## src/rtl/ltile_clb_fle_array_if.sv

```systemverilog
// Fabric/config bus of the CLB tile: config shift chain, scan chain and user fabric pins.
// Optional fabric_clr pin exists only when CLB_FLE_SYNC_CLR_EN is defined.
interface ltile_clb_fle_array_if #(
  parameter int NUM_FLE = 4,
  parameter int LUT_K   = 4
);
  logic                       ccff_en;
  logic                       ccff_head;
  logic                       ccff_tail;
  logic                       cfg_done;
  logic                       Test_en;
  logic [NUM_FLE*LUT_K-1:0]   fabric_in;
  logic                       fabric_regin;
  logic                       fabric_sc_in;
  logic [NUM_FLE-1:0]         fabric_out;
  logic                       fabric_regout;
  logic                       fabric_sc_out;
`ifdef CLB_FLE_SYNC_CLR_EN
  logic                       fabric_clr;
`endif

  modport master (
    output ccff_en, ccff_head, Test_en, fabric_in, fabric_regin, fabric_sc_in,
`ifdef CLB_FLE_SYNC_CLR_EN
    output fabric_clr,
`endif
    input  ccff_tail, cfg_done, fabric_out, fabric_regout, fabric_sc_out
  );

  modport slave (
    input  ccff_en, ccff_head, Test_en, fabric_in, fabric_regin, fabric_sc_in,
`ifdef CLB_FLE_SYNC_CLR_EN
    input  fabric_clr,
`endif
    output ccff_tail, cfg_done, fabric_out, fabric_regout, fabric_sc_out
  );
endinterface

```

## src/rtl/ltile_clb_fle_array.sv

```systemverilog
// Parametrised CLB tile: NUM_FLE LUT+FF elements configured from one serial chain.
// Optional per-element synchronous clear enabled by defining CLB_FLE_SYNC_CLR_EN.
module ltile_clb_fle_array #(
  parameter int NUM_FLE = 4,
  parameter int LUT_K   = 4
) (
  input  logic                 clk,
  input  logic                 reset,
  ltile_clb_fle_array_if.slave bus
);
  localparam int TT_BITS = 1 << LUT_K;
`ifdef CLB_FLE_SYNC_CLR_EN
  localparam int CFG_PER_FLE = TT_BITS + 3;
`else
  localparam int CFG_PER_FLE = TT_BITS + 2;
`endif
  localparam int CFG_BITS = NUM_FLE * CFG_PER_FLE;
  localparam int CNT_W    = $clog2(CFG_BITS + 1);
  localparam logic [CNT_W-1:0] CNT_MAX = CNT_W'(CFG_BITS);

  logic [CFG_BITS-1:0] cfg_reg;
  logic [CNT_W-1:0]    cnt_reg;
  logic [CNT_W-1:0]    cnt_next;
  logic                cfg_done_reg;
  logic [NUM_FLE-1:0]  q_reg;
  logic [NUM_FLE-1:0]  q_next;
  logic [NUM_FLE-1:0]  lut_out;

  // Count saturates so extra shifts pass data downstream without disturbing cfg_done.
  always_comb begin
    cnt_next = cnt_reg;
    if (cnt_reg != CNT_MAX)
      cnt_next = cnt_reg + 1'b1;
  end

  always_ff @(posedge clk) begin
    if (reset) begin
      cfg_reg      <= '0;
      cnt_reg      <= '0;
      cfg_done_reg <= 1'b0;
    end else if (bus.ccff_en) begin
      cfg_reg      <= {cfg_reg[CFG_BITS-2:0], bus.ccff_head};
      cnt_reg      <= cnt_next;
      cfg_done_reg <= (cnt_next == CNT_MAX);
    end
  end

  genvar gi;
  generate
    for (gi = 0; gi < NUM_FLE; gi++) begin : g_fle
      logic [TT_BITS-1:0] truth;
      logic [LUT_K-1:0]   lut_sel;
      logic               dsel;
      logic               osel;
      logic               prev_q;
      logic               scan_src;
      logic               chain_src;

      assign truth   = cfg_reg[gi*CFG_PER_FLE +: TT_BITS];
      assign dsel    = cfg_reg[gi*CFG_PER_FLE + TT_BITS];
      assign osel    = cfg_reg[gi*CFG_PER_FLE + TT_BITS + 1];
      assign lut_sel = bus.fabric_in[gi*LUT_K +: LUT_K];
      assign lut_out[gi] = truth[lut_sel];

      if (gi == 0) begin : g_head
        assign prev_q    = 1'b0;
        assign scan_src  = bus.fabric_sc_in;
        assign chain_src = bus.fabric_regin;
      end else begin : g_link
        assign prev_q    = q_reg[gi-1];
        assign scan_src  = prev_q;
        assign chain_src = prev_q;
      end

`ifdef CLB_FLE_SYNC_CLR_EN
      logic clr_en;
      assign clr_en = cfg_reg[gi*CFG_PER_FLE + TT_BITS + 2];
      always_comb begin
        q_next[gi] = q_reg[gi];
        if (bus.ccff_en)
          q_next[gi] = q_reg[gi];
        else if (bus.Test_en)
          q_next[gi] = scan_src;
        else if (clr_en && bus.fabric_clr)
          q_next[gi] = 1'b0;
        else
          q_next[gi] = dsel ? chain_src : lut_out[gi];
      end
`else
      always_comb begin
        q_next[gi] = q_reg[gi];
        if (bus.ccff_en)
          q_next[gi] = q_reg[gi];
        else if (bus.Test_en)
          q_next[gi] = scan_src;
        else
          q_next[gi] = dsel ? chain_src : lut_out[gi];
      end
`endif

      assign bus.fabric_out[gi] = osel ? q_reg[gi] : lut_out[gi];
    end
  endgenerate

  always_ff @(posedge clk) begin
    if (reset)
      q_reg <= '0;
    else
      q_reg <= q_next;
  end

  assign bus.ccff_tail     = cfg_reg[CFG_BITS-1];
  assign bus.cfg_done      = cfg_done_reg;
  assign bus.fabric_regout = q_reg[NUM_FLE-1];
  assign bus.fabric_sc_out = q_reg[NUM_FLE-1];
endmodule
```

## src/flat_wrapper.sv

```systemverilog
// flat-port wrapper written by rule: the top's interface ports become plain ports
module ltile_clb_fle_array_flat 
#(
  parameter int NUM_FLE = 4,
  parameter int LUT_K   = 4
)
  (clk, reset, bus_ccff_en, bus_ccff_head, bus_Test_en, bus_fabric_in, bus_fabric_regin, bus_fabric_sc_in, bus_ccff_tail, bus_cfg_done, bus_fabric_out, bus_fabric_regout, bus_fabric_sc_out);
  ltile_clb_fle_array_if #(.NUM_FLE(NUM_FLE), .LUT_K(LUT_K)) bus_i ();
  input  logic clk;
  input  logic reset;
  input wire logic [$bits(bus_i.ccff_en)-1:0] bus_ccff_en;
  input wire logic [$bits(bus_i.ccff_head)-1:0] bus_ccff_head;
  input wire logic [$bits(bus_i.Test_en)-1:0] bus_Test_en;
  input wire logic [$bits(bus_i.fabric_in)-1:0] bus_fabric_in;
  input wire logic [$bits(bus_i.fabric_regin)-1:0] bus_fabric_regin;
  input wire logic [$bits(bus_i.fabric_sc_in)-1:0] bus_fabric_sc_in;
  output wire logic [$bits(bus_i.ccff_tail)-1:0] bus_ccff_tail;
  output wire logic [$bits(bus_i.cfg_done)-1:0] bus_cfg_done;
  output wire logic [$bits(bus_i.fabric_out)-1:0] bus_fabric_out;
  output wire logic [$bits(bus_i.fabric_regout)-1:0] bus_fabric_regout;
  output wire logic [$bits(bus_i.fabric_sc_out)-1:0] bus_fabric_sc_out;
  assign bus_i.ccff_en = bus_ccff_en;
  assign bus_i.ccff_head = bus_ccff_head;
  assign bus_i.Test_en = bus_Test_en;
  assign bus_i.fabric_in = bus_fabric_in;
  assign bus_i.fabric_regin = bus_fabric_regin;
  assign bus_i.fabric_sc_in = bus_fabric_sc_in;
  assign bus_ccff_tail = bus_i.ccff_tail;
  assign bus_cfg_done = bus_i.cfg_done;
  assign bus_fabric_out = bus_i.fabric_out;
  assign bus_fabric_regout = bus_i.fabric_regout;
  assign bus_fabric_sc_out = bus_i.fabric_sc_out;
  ltile_clb_fle_array #(.NUM_FLE(NUM_FLE), .LUT_K(LUT_K)) u_core (.clk(clk), .reset(reset), .bus(bus_i));
endmodule
```

## config.mk

```make
export PLATFORM = sky130hd
export DESIGN_NAME = ltile_clb_fle_array_flat
export DESIGN_NICKNAME = d
export VERILOG_FILES = /design/src/rtl/ltile_clb_fle_array_if.sv /design/src/rtl/ltile_clb_fle_array.sv /design/src/flat_wrapper.sv
export SDC_FILE = /design/constraint.sdc
export NUM_CORES = 1
export LEC_CHECK = 0
export BUFFER_PORTS_ARGS = -buffer_cell sky130_fd_sc_hd__buf_2
export CAP_MARGIN = 20
export CELL_PAD_IN_SITES_DETAIL_PLACEMENT = 0
export CELL_PAD_IN_SITES_GLOBAL_PLACEMENT = 1
export CORE_MARGIN = 10
export CORE_UTILIZATION = 31
export DETAILED_ROUTE_END_ITERATION = 12
export PLACE_DENSITY_LB_ADDON = 0.1
export SKIP_LAST_GASP = 1
export SLEW_MARGIN = 20
export SYNTH_ARGS = -nofsm -noshare
export SYNTH_HDL_FRONTEND = slang
export SYNTH_SLANG_ARGS = --single-unit
```

## constraint.sdc

```tcl
create_clock -name clk -period 2.6 [get_ports clk]
set_input_delay 0.26 -clock clk [delete_from_list [all_inputs] [get_ports clk]]
set_output_delay 0.26 -clock clk [all_outputs]
set_load 0.02 [all_outputs]
```

==> reports/results.txt, run 1 <==
Syn Inst Count: 362
Post-synth EDFFs: 0
Worst skew pair latency: 0.34 ns
Wire length on met3: 380 um
Max Cap Violations: 0
Setup Viol. Count Final: 0
Post-synth ARST share: 0%
Worst EP required: 2.34 ns
Ys Warns: 0
Outcome: completed
Cts repair resizes: 0
Total grt overflow: 0
Register area share after synthesis: 44.44%
Top sig layer: met4
DP HPWL: 5341 um
Final worst slack: 0.4055 ns
Register clock-pin slew on the reported worst setup and hold paths: 0.06 ns
Syn_nets: 387
CTS Buf Count: 9
WL met1: 3722 um
Flip-flop count of the largest register after layout: 72
Met2 wire length: 3586 um
Wire per inst: 14.69 um
Clock buffer depth: 2
Cell Pwr Density: 633.3 mW/mm^2
# nets final: 407
Tcrit/Tclk final: 84.41%
First-pass GRT wire length: 12,990 um
Crit-path max FO: 3
Dominant synthesized flop cell: dfxtp_1
Global placement routability congestion: 0.7120
Post-synth top area cell: dfxtp_1
Area Growth Syn to Fin: 14.25%
Post-Route Utilization: 36.14%
Postcts setup bufs: 0
Dpl ws: 0.6077 ns
Final Max Tran Viols: 0
Clock Power Share: 46.2%
R2r worst-path depth: 4
Yosys reg bits: 84
Most frequent cell after synthesis: mux2i_1
Number of H-tree levels: 3
Crit path from: u_core.cfg_reg[47]
Worst setup path end: bus_fabric_out[2]
Logic pwr share: 6.1%
Vias post-DR: 2,527
Peak supply drop: 374.3 uV
Die Span Y: 130.5 um
Fin Hold WS: 0.1580 ns
Hold-fix buffers, CTS: 0
Slew headroom: 52.80%
Crit end category: output pin
Die width: 130.5 um
Vias in the first global route: 2,582
Switch share: 22.27%
Sum Neg Setup Slack: 0 ns
Final hold vios: 0
FF+latch area: 0.001682 sq mm
Flop pwr share: 47.7%
ANT cells: 0
Starting DRT DRC Count: 112
RSZ-0062 raised after global routing: no
Cell row count: 40
Internal power consumption: 2128 uW
Syn_area_per_cell: 10.45 sq um
Register-to-register setup slack: 1.09 ns
Drt drc: 0
Reg2reg end: u_core.q_reg[2]
Synthesized area: 0.003784 sq mm
Die area: 0.01702 sq mm
Reg2reg start: u_core.cfg_reg[36]
Synth top area share: 44.44%
Worst Tran Pin Value: 0.7081 ns
Initial Utilization: 31.63%
Clock Tree Root: clkbuf_16
Sw power: 609.7 uW
Initial antenna violation count: 0
Core ar.: 0.01196 sq mm
Worst setup SP type: register
Input/output buffers: 30
Worst Skew: 0.007555 ns
Filler Cells Inserted: 1,204
Gr usage total: 9.814%
HP Class: in2reg
Fraction of layout cells with a size suffix above 1: 17.10%
TritonRoute pass-1 iters: 4
Post-synth cell types: 33
Top post-synthesis cells by count: mux2i_1, dfxtp_1, nor2_1
Aggregate routed wire length: 7832 um
Largest net degree at the start of global routing: 47
Critical path type: reg2out
TritonCTS clock tree: built
Post-route ant nets: 0
Vias per cell: 4.741
Area of the multi-input gates: 0.001957 sq mm
Largest cells by area after synthesis: dfxtp_1, mux2i_1, nor2_1, mux4_2, buf_2
Period minus WS final: 2.195 ns
CTS sink cnt: 84
Fmax: 455.7 MHz
IO Pins: 31
Leak: 0.001877 uW
WP data arrival: 1.93 ns
[kinds of logic (layout without fill, tap and decap cells)]
family                   after synthesis  count (layout)  share of synthesized area [%]
multiplexers                         116             116                          34.46
AND/OR/NAND/NOR                      109             109                          12.17
AO/OA/AOI/OAI                         13              13                          2.579
buffers and inverters                 30              54                          3.836
adder cells (fa/ha/maj)                2               2                         0.6613
flip-flops                            84              84                          44.44
XOR/XNOR                               8               8                          1.852
[cell usage in the layout (no fill, tap or decap), types with 2 or more instances in the layout]
master and count:
mux2i_1 101, dfxtp_1 84, nor2_1 82, buf_2 29, mux4_2 11, clkbuf_16 9
nor3_1 7, buf_4 7, nand2_1 5, o21ai_0 5, xor2_1 4, xnor2_1 4
inv_1 3, mux2_2 3, nor2b_1 3, o41a_1 3, nand4_1 3, clkinv_2 3
nand2b_1 2, and3_1 2, ha_1 2
[stage by stage]
step                      instance area (sq um)  total power, uW  std cells
final                                      4323             2738        533
after detailed placement                   4031             1506        518
after floorplan                            3784             1459        362
after CTS                                  4323             2804        533
after global routing                       4323             2871        533
after global placement                     4031             1507        518
[worst min-delay path by stage]
stage                             startpoint                  to  slack, ns  cells after the start
after floorplan                bus_ccff_head   u_core.cfg_reg[0]       0.41                      2
after global placement    u_core.cfg_reg[58]  u_core.cfg_reg[58]       0.50                      2
after detailed placement       bus_ccff_head   u_core.cfg_reg[0]       0.50                      3
after CTS                      bus_ccff_head   u_core.cfg_reg[0]       0.14                      3
after global routing           bus_ccff_head   u_core.cfg_reg[0]       0.19                      3
final                          bus_ccff_head   u_core.cfg_reg[0]       0.16                      3
[cell type report]
cell class                 count  share of cell area (%)
sequential                    84                   38.90
tap                          147                   4.255
clock inverter                 5                   1.216
clock buffer                  10                   5.528
multi-input combinational    248                   45.27
timing repair buffer          36                   4.573
inverter                       3                  0.2605
[critical path, stage by stage, from the launching register on]
cell and delay (ns):
dfxtp_1 0.37, mux2i_1 0.09, mux4_2 0.46, mux2i_1 0.29
mux2_2 0.23, buf_2 0.16
[per-layer routing]
metal  GRT usage, %  vias up
li1               -     1302
met1          11.45     1184
met2          15.45       31
met3          4.271       10
met4          4.120        0
met5              0        -
[power by group through the flow]
stage | Clock (uW) | Combinational [uW] | Sequential (uW)
floorplan | 0 | 127 | 1330
global placement | 0 | 172 | 1340
detailed placement | 0 | 171 | 1330
CTS | 1330 | 172 | 1310
global route | 1380 | 184 | 1310
finish | 1260 | 167 | 1310
Note: power is estimated with default switching activity, not from simulation.
==> run 2, diff against run 1 <==
Clock period 2.6 ns to 2.2 ns, I/O delays scaled along.
==> reports/results.txt, run 2 (synthesis gave the netlist of run 1 again) <==
Outcome: completed
TritonRoute pass-1 iters: 4 (unchanged)
Global routing usage on met2: 15.66% (+0.21 points)
WP buf/inv: 1 (unchanged)
Number of H-tree levels: 3 (unchanged)
Area of the multi-input gates: 0.001964 sq mm (+0.38%)
Dpl ws: 0.3265 ns (-0.2812 ns)
Drt drc: 0 (unchanged)
Fraction of layout cells with a size suffix above 1: 17.83% (+0.73 points)
Most common cell after layout, fill and taps aside: mux2i_1
Final worst slack: 0.1016 ns (-0.3039 ns)
Post-route design area: 0.004344 sq mm (+0.49%)
Clock buffer depth: 2 (unchanged)
Cell row count: 40 (unchanged)
Post-route ant nets: 0 (unchanged)
Total grt overflow: 0 (unchanged)
Peak supply drop: 516.3 uV (+38%)
Busiest grt layer: met2
Worst Skew: 0.005070 ns (-0.002485 ns)
First-pass GRT wire length: 13,360 um (+2.9%)
Leak: 0.001883 uW (+0.30%)
FF+latch area: 0.001682 sq mm (unchanged)
Setup Viol. Count Final: 0 (unchanged)
R2r worst-path depth: 4 (unchanged)
Hold-fix buffers, CTS: 0 (unchanged)
Worst EP required: 1.98 ns (-0.36 ns)
Crit end category: output pin
Cell breakdown of the critical path: mux2i_1, mux4_2, mux2i_2, mux2_2, buf_2
Delay-heaviest family, CP: multiplexers
Vias per cell: 4.837 (+2.0%)
Critical path type: reg2out
HP Class: in2reg
# nets final: 407 (unchanged)
Worst Tran Pin Value: 0.6417 ns (-0.06637 ns)
Placed inst area: 0.004044 sq mm (+0.31%)
Reg2reg end: u_core.q_reg[3]
Starting DRT DRC Count: 115 (+2.7%)
Final Max Tran Viols: 0 (unchanged)
Worst setup SP type: register
Met3 track demand over resource: 3.707% (-0.56 points)
Initial antenna violation count: 0 (unchanged)
CP max stage cell: mux4_2
Period minus WS final: 2.098 ns
Clock Tree Root: clkbuf_16
Aggregate routed wire length: 8021 um (+2.4%)
WHS Path Cells: 3 (unchanged)
Cell Pwr Density: 744.9 mW/mm^2 (+18%)
Final hold vios: 0 (unchanged)
Sum Neg Setup Slack: 0 ns (unchanged)
GR Layer Usage met1: 12.20% (+0.75 points)
Slew headroom: 57.22% (+4.4 points)
Register-to-register setup slack: 0.68 ns (-0.41 ns)
Vias post-DR: 2,583 (+2.2%)
HP Start: bus_ccff_head
Input/output buffers: 30 (unchanged)
Wire per inst: 15.02 um (+2.2%)
Filler Cells Inserted: 1,228 (+2.0%)
Tcrit/Tclk final: 95.38%
Die area: 0.01702 sq mm (unchanged)
Initial Utilization: 31.63% (unchanged)
Area Growth Syn to Fin: 14.81%
Die Span Y: 130.5 um (unchanged)
Flip-flop count of the largest register after layout: 72 (unchanged)
Worst skew pair latency: 0.34 ns (about the same)
CTS sink cnt: 84 (unchanged)
ANT cells: 0 (unchanged)
Post-Route Utilization: 36.32% (+0.18 points)
TritonCTS clock tree: built
WP data arrival: 1.88 ns (-0.05 ns)
Core ar.: 0.01196 sq mm (unchanged)
IO Pins: 31 (unchanged)
Most frequent cells in the layout: mux2i_1, dfxtp_1, nor2_1, buf_2, mux4_2
Max Cap Violations: 0 (unchanged)
Register clock-pin slew on the reported worst setup and hold paths: 0.06 ns (about the same)
Hold Crit Endpoint: u_core.cfg_reg[0]
CTS Buf Count: 9 (unchanged)
Fmax: 476.5 MHz
CP peak stage delay: 0.48 ns (+0.02 ns)
DP HPWL: 5544 um (+3.8%)
Die width: 130.5 um (unchanged)
Reg2reg start: u_core.cfg_reg[68]
RSZ-0062 raised after global routing: yes
Crit-path max FO: 3 (unchanged)
Largest net degree at the start of global routing: 48 (+2.1%)
Gr usage total: 10.07% (+0.25 points)
Fin Hold WS: 0.1194 ns (-0.03869 ns)
Global placement routability congestion: 0.7170 (+0.70%)
Vias in the first global route: 2,499 (-3.2%)
==> run 2: worst max path at each step <==
stage,depth (start not counted),startpoint,end
floorplan,5,bus_fabric_in[6],bus_fabric_out[1]
detailed placement,6,bus_fabric_in[10],bus_fabric_out[2]
global placement,6,bus_fabric_in[10],bus_fabric_out[2]
global route,5,u_core.cfg_reg[51],bus_fabric_out[2]
CTS,5,u_core.cfg_reg[51],bus_fabric_out[2]
finish,5,u_core.cfg_reg[51],bus_fabric_out[2]
==> run 2: area by class of cell <==
type,count,area share (%)
clock inverters,7,1.555
repair buffers,36,4.839
well taps,147,4.234
multi-input cells,248,45.22
clock buffers,9,5.184
flip-flops and latches,84,38.71
inverters,3,0.2592
==> run 2: report_power, final <==
part           switching [uW]  leakage [uW]  total [uW]  internal (uW)
sequential               11.4      0.000678        1540           1530
combinational             114       0.00106         202           88.5
clock                     616      0.000149        1490            875
total                     741       0.00188        3240           2490
==> run 2: layer usage <==
layer,share of wire [%],up-vias
met3,4.3,10
met5,0,-
met2,46,27
met4,1.8,0
li1,-,1313
met1,47,1233
==> run 2: timing repair <==
item                                    4_1_cts  5_1_grt
resized for setup                             0        2
endpoints found under the setup margin        0        2
buffers inserted                              0        0
==> run 2: worst reg2reg max path, cell delays in order, from the launching register on <==
cell and delay [ns]:
dfxtp_1 0.33, mux4_2 0.46, mux2i_1 0.17, mux2i_2 0.13, o41a_1 0.31
==> run 2: through the flow <==
step	instances	total power (uW)
floorplan	362	1724
global placement	518	1785
detailed placement	518	1784
CTS	534	3306
global route	534	3387
finish	534	3236
==> run 3, diff against run 2 <==
Settings changed: PLACE_DENSITY set to 0.59, PLACE_DENSITY_LB_ADDON 0.1 to not set.
==> reports/results.txt, run 3 (synthesis gave the netlist of run 1 again) <==
Outcome: completed
Clock Power Share: 47.9% (+1.8 points)
Gr usage total: 9.901% (-0.17 points)
Die width: 130.5 um (unchanged)
Top sig layer: met4
Starting DRT DRC Count: 91 (-21%)
Drt drc: 0 (unchanged)
Initial Utilization: 31.63% (unchanged)
Postcts setup bufs: 0 (unchanged)
Max Cap Violations: 0 (unchanged)
First-pass GRT wire length: 13,230 um (-0.93%)
Wire length on met3: 356 um (+3.2%)
Vias in the first global route: 2,580 (+3.2%)
Sw power: 708.6 uW (-4.4%)
Initial antenna violation count: 0 (unchanged)
Hold-fix buffers, CTS: 0 (unchanged)
Fraction of layout cells with a size suffix above 1: 17.31% (-0.52 points)
Clock buffer depth: 2 (unchanged)
Cell Pwr Density: 768.6 mW/mm^2 (+3.2%)
Core ar.: 0.01196 sq mm (unchanged)
Worst path depth: 5 (unchanged)
TritonRoute pass-1 iters: 4 (unchanged)
Crit end category: output pin
Wire per inst: 14.52 um (-3.3%)
Number of H-tree levels: 3 (unchanged)
Final hold vios: 0 (unchanged)
Clock Tree Root: clkbuf_16
WP buf/inv: 1 (unchanged)
RSZ-0062 raised after global routing: no
Area Growth Syn to Fin: 15.05%
Most common cell after layout, fill and taps aside: mux2i_1
Vias post-DR: 2,544 (-1.5%)
HP Class: in2reg
CTS sink cnt: 84 (unchanged)
Worst Tran Pin Value: 0.7623 ns (+0.1206 ns)
# nets final: 407 (unchanged)
Tcrit/Tclk final: 94.58% (-0.80 points)
Fin Hold WS: 0.1184 ns (-0.0009470 ns)
Filler Cells Inserted: 1,197 (-2.5%)
Leak: 0.001891 uW (+0.41%)
Worst skew pair latency: 0.34 ns (about the same)
Delay-heaviest family, CP: multiplexers
Period minus WS final: 2.081 ns (-0.01758 ns)
FF+latch area: 0.001682 sq mm (unchanged)
IO Pins: 31 (unchanged)
Area of the multi-input gates: 0.001961 sq mm (-0.19%)
Global placement routability congestion: 0.7227 (+0.79%)
Peak supply drop: 540.0 uV (+4.6%)
Worst setup SP type: register
CTS Buf Count: 9 (unchanged)
WHS Path Cells: 3 (unchanged)
Flop pwr share: 46.1% (-1.6 points)
Most frequent cells in the layout: mux2i_1, dfxtp_1, nor2_1, buf_2, mux4_2
Aggregate routed wire length: 7753 um (-3.3%)
ANT cells: 0 (unchanged)
Cell row count: 40 (unchanged)
Worst Skew: 0.004946 ns (-0.0001239 ns)
WP data arrival: 1.86 ns (-0.02 ns)
Logic pwr share: 6.0% (-0.3 points)
Input/output buffers: 30 (unchanged)
HP Start: bus_ccff_head
CP peak stage delay: 0.46 ns (-0.02 ns)
Setup Viol. Count Final: 0 (unchanged)
Cell breakdown of the critical path: mux4_2, mux2i_1, mux2i_2, mux2_2, buf_2
Post-route ant nets: 0 (unchanged)
Hold Crit Endpoint: u_core.cfg_reg[0]
Worst EP required: 1.98 ns (about the same)
DP HPWL: 5291 um (-4.6%)
Internal power consumption: 2637 uW (+5.7%)
Die Span Y: 130.5 um (unchanged)
Sum Neg Setup Slack: 0 ns (unchanged)
R2r worst-path depth: 4 (unchanged)
Register clock-pin slew on the reported worst setup and hold paths: 0.06 ns (about the same)
Largest net degree at the start of global routing: 55 (+15%)
TritonCTS clock tree: built
Final Max Tran Viols: 0 (unchanged)
Crit-path max FO: 3 (unchanged)
Reg2reg start: u_core.cfg_reg[48]
Vias per cell: 4.764 (-1.5%)
Register-to-register setup slack: 0.66 ns (-0.02 ns)
Critical path type: reg2out
WL met1: 3798 um (-0.24%)
Die area: 0.01702 sq mm (unchanged)
Flip-flop count of the largest register after layout: 72 (unchanged)
Met2 wire length: 3500 um (-6.1%)
Slew headroom: 49.18% (-8.0 points)
Switch share: 21.18% (-1.7 points)
Reg2reg end: u_core.q_reg[2]
Fmax: 480.6 MHz (+0.85%)
CP max stage cell: mux4_2
Total grt overflow: 0 (unchanged)
## run 3: changes by cell type in the layout (fill, tap and decap cells not counted)
cell	before	now
clkinv_4	2	0
buf_12	1	0
buf_4	6	7
bufinv_16	1	2
clkbuf_1	0	1
clkbuf_8	0	1
clkinv_2	4	3
mux2i_1	99	100
mux2i_2	2	1
## run 3: per-stage QoR
step                setup slack (ns)  power [uW]  instance area, sq um  util (%)  cells
detailed placement            0.3743        1779                  4031     33.70    518
CTS                          0.09007        3418                  4349     36.36    534
floorplan                     0.6610        1724                  3784         -    362
global placement              0.4097        1778                  4031     33.70    518
finish                        0.1192        3346                  4353     36.39    534
global route                 0.02038        3495                  4353     36.39    534
## run 3: worst min-delay path: stages
cell and delay, ns:
buf_2 0.07, mux2i_1 0.05, nor2_1 0.07
## run 3: timing repair
action                                 in CTS  in global routing
gates resized for setup                     0                  1
setup endpoints to repair                   0                  1
endpoints found under the hold margin       0                  0
## run 3: per-layer routing
layer	up-vias	track usage, %
met5	-	0
met4	0	3.139
met3	8	4.190
met2	35	14.88
met1	1203	12.58
li1	1298	-
## run 3: worst max-delay path by stage
stage | endpoint | slack (ns) | start
after floorplan | bus_fabric_out[1] | 0.66 | bus_fabric_in[6]
after global placement | bus_fabric_out[1] | 0.41 | bus_fabric_in[5]
after detailed placement | bus_fabric_out[1] | 0.37 | bus_fabric_in[5]
after CTS | bus_fabric_out[1] | 0.09 | u_core.cfg_reg[19]
after global routing | bus_fabric_out[1] | 0.02 | u_core.cfg_reg[32]
final | bus_fabric_out[1] | 0.12 | u_core.cfg_reg[32]
## run 3: power by group through the flow
stage / combinational [uW] / clock [uW] / sequential (uW)
finish: 200 / 1600 / 1540
global placement: 201 / 0 / 1580
floorplan: 151 / 0 / 1570
CTS: 202 / 1670 / 1540
global route: 219 / 1730 / 1540
detailed placement: 202 / 0 / 1580
## run 3: layout make-up
type | instances | area share (%)
Clock buffer | 11 | 5.576
Clock inverter | 5 | 1.725
Inverter | 3 | 0.2587
Multi-Input combinational cell | 248 | 45.04
Sequential cell | 84 | 38.63
Tap cell | 147 | 4.225
Timing Repair Buffer | 36 | 4.542
